$ cat config.mk
export PLATFORM = sky130hd
export DESIGN_NAME = log2_frac_seq
export DESIGN_NICKNAME = d
export VERILOG_FILES = /design/src/rtl/log2_frac_seq.sv
export SDC_FILE = /design/constraint.sdc
export NUM_CORES = 1
export LEC_CHECK = 0
export BUFFER_PORTS_ARGS = -buffer_cell sky130_fd_sc_hd__buf_4
export CORE_ASPECT_RATIO = 1.4
export CORE_MARGIN = 4
export CORE_UTILIZATION = 55
export CTS_CLUSTER_DIAMETER = 30
export CTS_CLUSTER_SIZE = 24
export DETAILED_ROUTE_END_ITERATION = 10
export HOLD_SLACK_MARGIN = 0.06
export PLACE_DENSITY = 0.82
export SLEW_MARGIN = 10
export SYNTH_ARGS = -nofsm -noshare
export SYNTH_HDL_FRONTEND = slang
export SYNTH_SLANG_ARGS = --single-unit
export TNS_END_PERCENT = 10
$ cat constraint.sdc
create_clock -name clk_i -period 17.1 [get_ports clk_i]
set_input_delay 2.565 -clock clk_i [delete_from_list [all_inputs] [get_ports clk_i]]
set_output_delay 2.565 -clock clk_i [all_outputs]
set_load 0.01 [all_outputs]
$ cat src/rtl/log2_frac_seq.sv
// Sequential base-2 logarithm with fractional bits.
// The integer part comes from a leading-one detect on the operand. The
// fractional part is produced one bit per cycle, MSB first, by repeatedly
// squaring the normalised mantissa. Operands and results move on
// valid/ready handshakes.
module log2_frac_seq #(
    parameter int width     = 16,  // operand width, >= 2
    parameter int frac_bits = 4,   // fractional result bits, >= 1
    parameter int speed     = 1    // LOD prefix: 0 serial, 1 Brent-Kung, 2 Sklansky
) (
    input  logic                               clk_i,
    input  logic                               rst_ni,
    input  logic                               in_valid_i,
    output logic                               in_ready_o,
    input  logic [width-1:0]                   A_i,
    output logic                               out_valid_o,
    input  logic                               out_ready_i,
    output logic [$clog2(width)+frac_bits-1:0] Z_o,
    output logic                               zero_o
);

    localparam int ew = $clog2(width);
    localparam int cw = $clog2(frac_bits + 1);

    typedef enum logic [1:0] {IDLE, ITER, DONE} state_t;

    state_t               state, state_next;
    logic [width-1:0]     mant;
    logic [frac_bits-1:0] frac;
    logic [cw-1:0]        cnt;
    logic [ew-1:0]        e_q;

    // Leading-one detect signals: rev is the operand bit-reversed so that a
    // prefix OR from index 0 marks everything at or below the leading one.
    logic [width-1:0]     rev;
    logic [width-1:0]     pre;
    logic [ew-1:0]        lead_pos;   // distance of the leading one from the MSB
    logic [ew-1:0]        e_c;
    logic [width-1:0]     mant_init;

    logic [2*width-1:0]   prod;
    logic                 sq_bit;
    logic [width-1:0]     mant_next;
    logic [frac_bits-1:0] frac_next;
    logic                 last_bit;
    logic                 unused_prod_lsb;

    // Prefix OR over the reversed operand; the tree shape is selected by speed
    // and every shape gives the same result.
    always_comb begin
        for (int j = 0; j < width; j++) begin
            rev[j] = A_i[width-1-j];
        end
        pre = rev;
        if (speed == 0) begin
            for (int j = 1; j < width; j++) begin
                pre[j] = pre[j] | pre[j-1];
            end
        end else if (speed == 2) begin
            for (int s = 0; (1 << s) < width; s++) begin
                for (int j = 0; j < width; j++) begin
                    if (((j >> s) & 1) == 1) begin
                        pre[j] = pre[j] | pre[((j >> s) << s) - 1];
                    end
                end
            end
        end else begin
            for (int s = 0; (1 << s) < width; s++) begin
                for (int j = 0; j < width; j++) begin
                    if (((j + 1) % (2 << s)) == 0) begin
                        pre[j] = pre[j] | pre[j - (1 << s)];
                    end
                end
            end
            for (int s = $clog2(width) - 2; s >= 0; s--) begin
                for (int j = 0; j < width; j++) begin
                    if (j >= (2 << s) && ((j + 1) % (2 << s)) == (1 << s)) begin
                        pre[j] = pre[j] | pre[j - (1 << s)];
                    end
                end
            end
        end
    end

    // Encode the first set prefix bit into a shift distance and exponent.
    always_comb begin
        // NOTE: every always_comb output gets a default first so no latch is inferred.
        lead_pos = '0;
        for (int j = 0; j < width; j++) begin
            if (pre[j] && (j == 0 || !pre[j-1])) begin
                lead_pos = lead_pos | ew'(j);
            end
        end
        e_c       = ew'(width - 1) - lead_pos;
        mant_init = A_i << lead_pos;
    end

    // One squaring step: the product MSB is the next fractional bit and
    // selects which window of the product renormalises the mantissa.
    always_comb begin
        prod            = {{width{1'b0}}, mant} * {{width{1'b0}}, mant};
        sq_bit          = prod[2*width-1];
        mant_next       = sq_bit ? prod[2*width-1:width] : prod[2*width-2:width-1];
        frac_next       = (frac << 1) | frac_bits'(sq_bit);
        last_bit        = (cnt == cw'(frac_bits - 1));
        unused_prod_lsb = ^prod[width-2:0];
    end

    // State register.
    always_ff @(posedge clk_i or negedge rst_ni) begin
        if (!rst_ni) begin
            state <= IDLE;
        end else begin
            // NOTE: sequential state uses non-blocking assignments so every
            // register samples pre-edge values regardless of block order.
            state <= state_next;
        end
    end

    // Next-state and handshake outputs.
    always_comb begin
        state_next  = state;
        in_ready_o  = 1'b0;
        out_valid_o = 1'b0;
        unique case (state)
            IDLE: begin
                in_ready_o = 1'b1;
                if (in_valid_i) begin
                    state_next = (A_i == '0) ? DONE : ITER;
                end
            end
            ITER: begin
                if (last_bit) begin
                    state_next = DONE;
                end
            end
            DONE: begin
                out_valid_o = 1'b1;
                if (out_ready_i) begin
                    state_next = IDLE;
                end
            end
            default: state_next = IDLE;
        endcase
    end

    // Operand capture, fractional iteration and result registers.
    always_ff @(posedge clk_i or negedge rst_ni) begin
        if (!rst_ni) begin
            // NOTE: the datapath is reset too, so an aborted operation leaves
            // nothing behind and Z_o reads zero straight out of reset.
            mant   <= '0;
            frac   <= '0;
            cnt    <= '0;
            e_q    <= '0;
            Z_o    <= '0;
            zero_o <= 1'b0;
        end else begin
            unique case (state)
                IDLE: begin
                    if (in_valid_i) begin
                        mant <= mant_init;
                        frac <= '0;
                        cnt  <= '0;
                        e_q  <= e_c;
                        if (A_i == '0) begin
                            zero_o <= 1'b1;
                            Z_o    <= '0;
                        end else begin
                            zero_o <= 1'b0;
                        end
                    end
                end
                ITER: begin
                    mant <= mant_next;
                    frac <= frac_next;
                    cnt  <= cnt + cw'(1);
                    if (last_bit) begin
                        Z_o <= {e_q, frac_next};
                    end
                end
                default: begin
                end
            endcase
        end
    end

endmodule

# ---- Word level (Yosys, flattened, before mapping)
# Index checks and enable logic that the tools add are counted.
dict set report word_totals {
  register_bits 37
  output_inout_bits 11
  inputBits 20
  elab_cells 116
}
dict set report op_classes {
  add_sub_neg 2
  n_reduce_logical 37
  eq_ne 7
  shift 1
  n_bitwise 27
  mux 34
  mul 1
}
# op count
set ops {}
lappend ops {{$mul A16 B16 Y32} 1}
lappend ops {{$mux W16} 2}
lappend ops {{$mux W4} 8}
lappend ops {{$pmux W16 S2} 1}
lappend ops {{$or A1 B1 Y1} 26}
lappend ops {{$mux W8} 3}
lappend ops {{$mux W3} 6}
lappend ops {{$logic_not A16 Y1} 1}
lappend ops {{$pmux W8 S2} 1}
lappend ops {{$shl A16 B4 Y16} 1}
lappend ops {{$logic_and A1 B1 Y1} 15}
lappend ops {{$logic_not A1 Y1} 15}
lappend ops {{$mux W2} 6}
lappend ops {{$pmux W3 S2} 2}
lappend ops {{$ne A2 B2 Y1 const B} 4}
lappend ops {{$pmux W2 S3} 1}
lappend ops {{$mux W1} 4}
lappend ops {{$or A4 B1 Y4} 1}
lappend ops {{$reduce_and A2 Y1} 2}
lappend ops {{$reduce_and A4 Y1} 1}
lappend ops {{$sub A4 B4 Y4 const A} 1}
lappend ops {{$add A3 B1 Y3 const B} 1}
lappend ops {{$eq A3 B2 Y1 const B} 1}
lappend ops {{$reduce_and A3 Y1} 1}
lappend ops {{other kinds (4)} 4}

# ---- Depth between registers and ports, before layout
dict set report logic_depth {
  word_depth 20
  depth_mapped 26
  depth_no_buf 24
}

# ---- Worst setup path after synthesis
# Ideal clock, no wire load.
dict set report synth_timing {
  path_type {reg-to-reg}
  startpoint {register mant[14]}
  endpoint {register mant[15]}
  synth_period_minus_slack_ns 6.495
  slack_ns 10.605
  t_required_ns 16.956
  n_path_buf 3
  arrival_time_ns 6.351
  stages_incl_launch_ff 24
  setup_time_ns 0.144
  path_cell_list {dfrtp_1 clkbuf_1 clkbuf_1 nand2_1 fa_1 fa_1 inv_1 fa_1 fa_1 fa_1 inv_1 fa_1 inv_1 ha_1 buf_4 a21oi_4 o21ai_0 a211o_1 or3_4 a41oi_2 nor2_1 mux2_2 o31ai_1 o221ai_1}
}
dict set report synth_between {
  elab_chain_len 3
}
# element line
set synth_rtl {}
lappend synth_rtl {{from (decl)} 28} ;# logic [width-1:0] mant;
lappend synth_rtl {{from (signal assigned)} 162} ;# mant <= mant_init;
lappend synth_rtl {{from (signal assigned)} 175} ;# mant <= mant_next;
lappend synth_rtl {{$mul A16 B16 Y32} 101} ;# prod = {{width{1'b0}}, mant} * {{width{1'b0}}, mant};
lappend synth_rtl {{$mux W16} 103} ;# mant_next = sq_bit ? prod[2*width-1:width] : prod[2*width-2:width-1];
lappend synth_rtl {{$pmux W16 S2} 159} ;# unique case (state)
# No other way between the ends.
# A chain may end at the register's enable or synchronous reset.

# ---- Final worst setup path
dict set report layout_timing {
  startpoint {register mant[12]}
  endpoint {register mant[3]}
}
# The elaborated chain is that of the path after synthesis.

==> key figures <==
Floorplan
  – Core box area: about 0.017 mm²
  – Full die area: just under 0.02 mm²
  – Die height: 163.6 µm
  – I/O pins: 31
  – Starting Density: 0.5633
  – Die X: 119.1 µm
  – Site row count: 56

Clock tree
  – Sink Count: 37
  – Post-cts resize count: 0
  – Clock Latency Late Sink: 0.28 ns
  – TritonCTS Buffers: 5
  – Root Buffer: clkbuf_16
  – CTS H-tree depth: 2
  – Postcts setup bufs: 0
  – # hold bufs at CTS: 0
  – Clk buf depth: 2
  – CTS tree: yes
  – Clock transition at path regs: around 0.060 ns

STA
  – Setup Skew: 0.003730 ns
  – Slew Limit Fails: 0
  – Crit share post-route: 0.4544
  – Tmin final: 7.771 ns
  – Setup violators final: 0
  – Fin Setup TNS: 0 ns
  – Slew HR: 0.2240
  – Worst-margin pin slew: 1.160 ns
  – Hold WS: 0.4769 ns
  – RSZ-0062 raised after global routing: false
  – Endpoints failing hold: 0
  – FMAX: 128.7 MHz

Status
  – Outcome: finished clean

Drt
  – Drc violations: 0
  – Antenna-violating nets left: 0
  – Via density per instance: about 5.7
  – DRC marker count from the first detailed-route iteration: 450
  – Avg WL per Cell: 17.11 µm
  – DR pass1 iterations: 5
  – DR vias: 7609
  – Drt total wl: 22970 µm

Global routing
  – Grt ovf: 0
  – Vias in the first global route: 8276
  – First-pass GRT wire length: slightly below 40000 µm
  – Initial antenna violation count: 0
  – Largest net degree at the start of global routing: 38
  – Total track usage: 0.2481

Final layout
  – Fill cell count: between 1000 and 1500
  – Final #Nets: 1393
  – Finished Layout Cells: 1342
  – ANT cells: 0
  – Fraction of layout cells with a size suffix above 1: 0.06126
  – Area grow syn2layout: 5.972%
  – Leading cell types in the layout, fill and taps excluded: inv_1 (258), fa_1 (161), nand2_1 (129)
  – Most common cell after layout, fill and taps aside: inv_1

Synthesis
  – Mapped Cells: roughly 1100
  – Yosys warnings: 0
  – Post-synthesis net count: 1389
  – Synthesized flop and latch total: 37
  – Seq/Total Area, Yosys: 0.09734
  – Ys async rst share: 1.000
  – Synthesized cell area: 0.009512 mm²
  – Post-synth EDFFs: 0
  – Yosys cell types: 72
  – Syn Area/Cell: 8.608 µm²
  – Top FF cell, synth: dfrtp_1

Placement
  – RD Place Congestion: 0.9713
  – Post-placement cell count: 1334
  – Hpwl dp: 19100 µm
  – Port Buffers: 30

Critical path
  – Setup CP Type: register to register
  – Startpoint types: register
  – CP max FO: 14
  – CP endpoint kind: register
  – Worst path arrival time: around 7.9 ns
  – Req. time, crit path: 17.21 ns

Job
  – Max Cap Viol: 0

Hold path
  – Min-delay worst type: register to register
==> layout make-up <==
class,instances,area [µm²],share of cell area
flip-flops and latches,37,925.9,0.09186
inverters,259,972.2,0.09645
multi-input cells,771,7467,0.7408
clock inverters,1,8.758,0.0008689
clock buffers,7,152.6,0.01514
repair buffers,35,262.8,0.02607
well taps,232,290.3,0.02880
==> per-layer routing <==
metal	up-vias	wire length, µm	global-route usage
li1	3515	-	-
met1	3766	8149	0.2737
met2	247	12560	0.4734
met3	81	983	0.01767
met4	0	1278	0.1281
met5	-	0	0
==> synth_stat cells, types with 14 or more instances <==
cell type	n	area share
inv_1	258	0.10
fa_1	161	0.34
nand2_1	129	0.051
ha_1	103	0.14
nor2_1	70	0.028
dfrtp_1	37	0.097
and2_1	35	0.023
a21oi_1	33	0.017
clkbuf_1	32	0.013
o21ai_0	31	0.016
mux2i_1	17	0.018
nand3_1	14	0.0074
xnor2_1	14	0.013
==> flip-flops by register name, summed over array words and instances (netlist names) <==
name and count:
zero_o 1, mant 16, state 2, e_q 4
frac 3, Z_o 8, cnt 3
==> cells by family (layout without fill, tap and decap cells) <==
group / Yosys count / after routing / synth area share
buf+inv: 297 / 302 / 0.1183
simple gates: 306 / 306 / 0.1514
flops: 37 / 37 / 0.09734
mux: 25 / 25 / 0.02776
compound gates: 155 / 155 / 0.1116
fa+ha+maj: 264 / 264 / 0.4743
xor+xnor: 21 / 21 / 0.01934
==> critical path, cell delays in order, from the launching register on <==
cell,delay (ns)
dfrtp_1,0.64
clkinv_1,0.52
nor2_1,0.31
ha_1,0.29
xor2_1,0.19
fa_1,0.54
inv_1,0.05
fa_1,0.48
fa_1,0.47
fa_1,0.52
inv_1,0.05
fa_1,0.47
inv_1,0.05
ha_1,0.38
a21oi_1,0.26
o21ai_0,0.18
nor2_1,0.15
nand4bb_1,0.15
and2_1,0.24
a311oi_2,0.89
nor2_1,0.31
a211oi_1,0.30
o221ai_1,0.14
==> per-stage QoR <==
stage	cell area [µm²]	setup WS, ns	utilization
2_1_floorplan	9512	10.61	-
6_report	10080	9.329	0.5969
3_3_place_gp	9918	9.502	0.5874
4_1_cts	10080	9.416	0.5969
3_5_place_dp	9918	9.528	0.5874
5_1_grt	10080	8.933	0.5969
==> worst paths after layout <==
check	start	end	slack, ns	cells past startpoint
min reg2reg	frac[1]$_DFFE_PN0P_	frac[1]$_DFFE_PN0P_	0.48	2
min in group asynchronous	rst_ni	e_q[1]$_DFFE_PN0P_	2.24	1
max in group asynchronous	rst_ni	mant[7]$_DFFE_PN0P_	14.53	1
max reg2reg	mant[12]$_DFFE_PN0P_	mant[3]$_DFFE_PN0P_	9.33	22
max	mant[12]$_DFFE_PN0P_	mant[3]$_DFFE_PN0P_	9.33	22
min	frac[1]$_DFFE_PN0P_	frac[1]$_DFFE_PN0P_	0.48	2
Power is not shown: default switching activity piles up to over one toggle a cycle in this logic, so the estimate is an artifact.
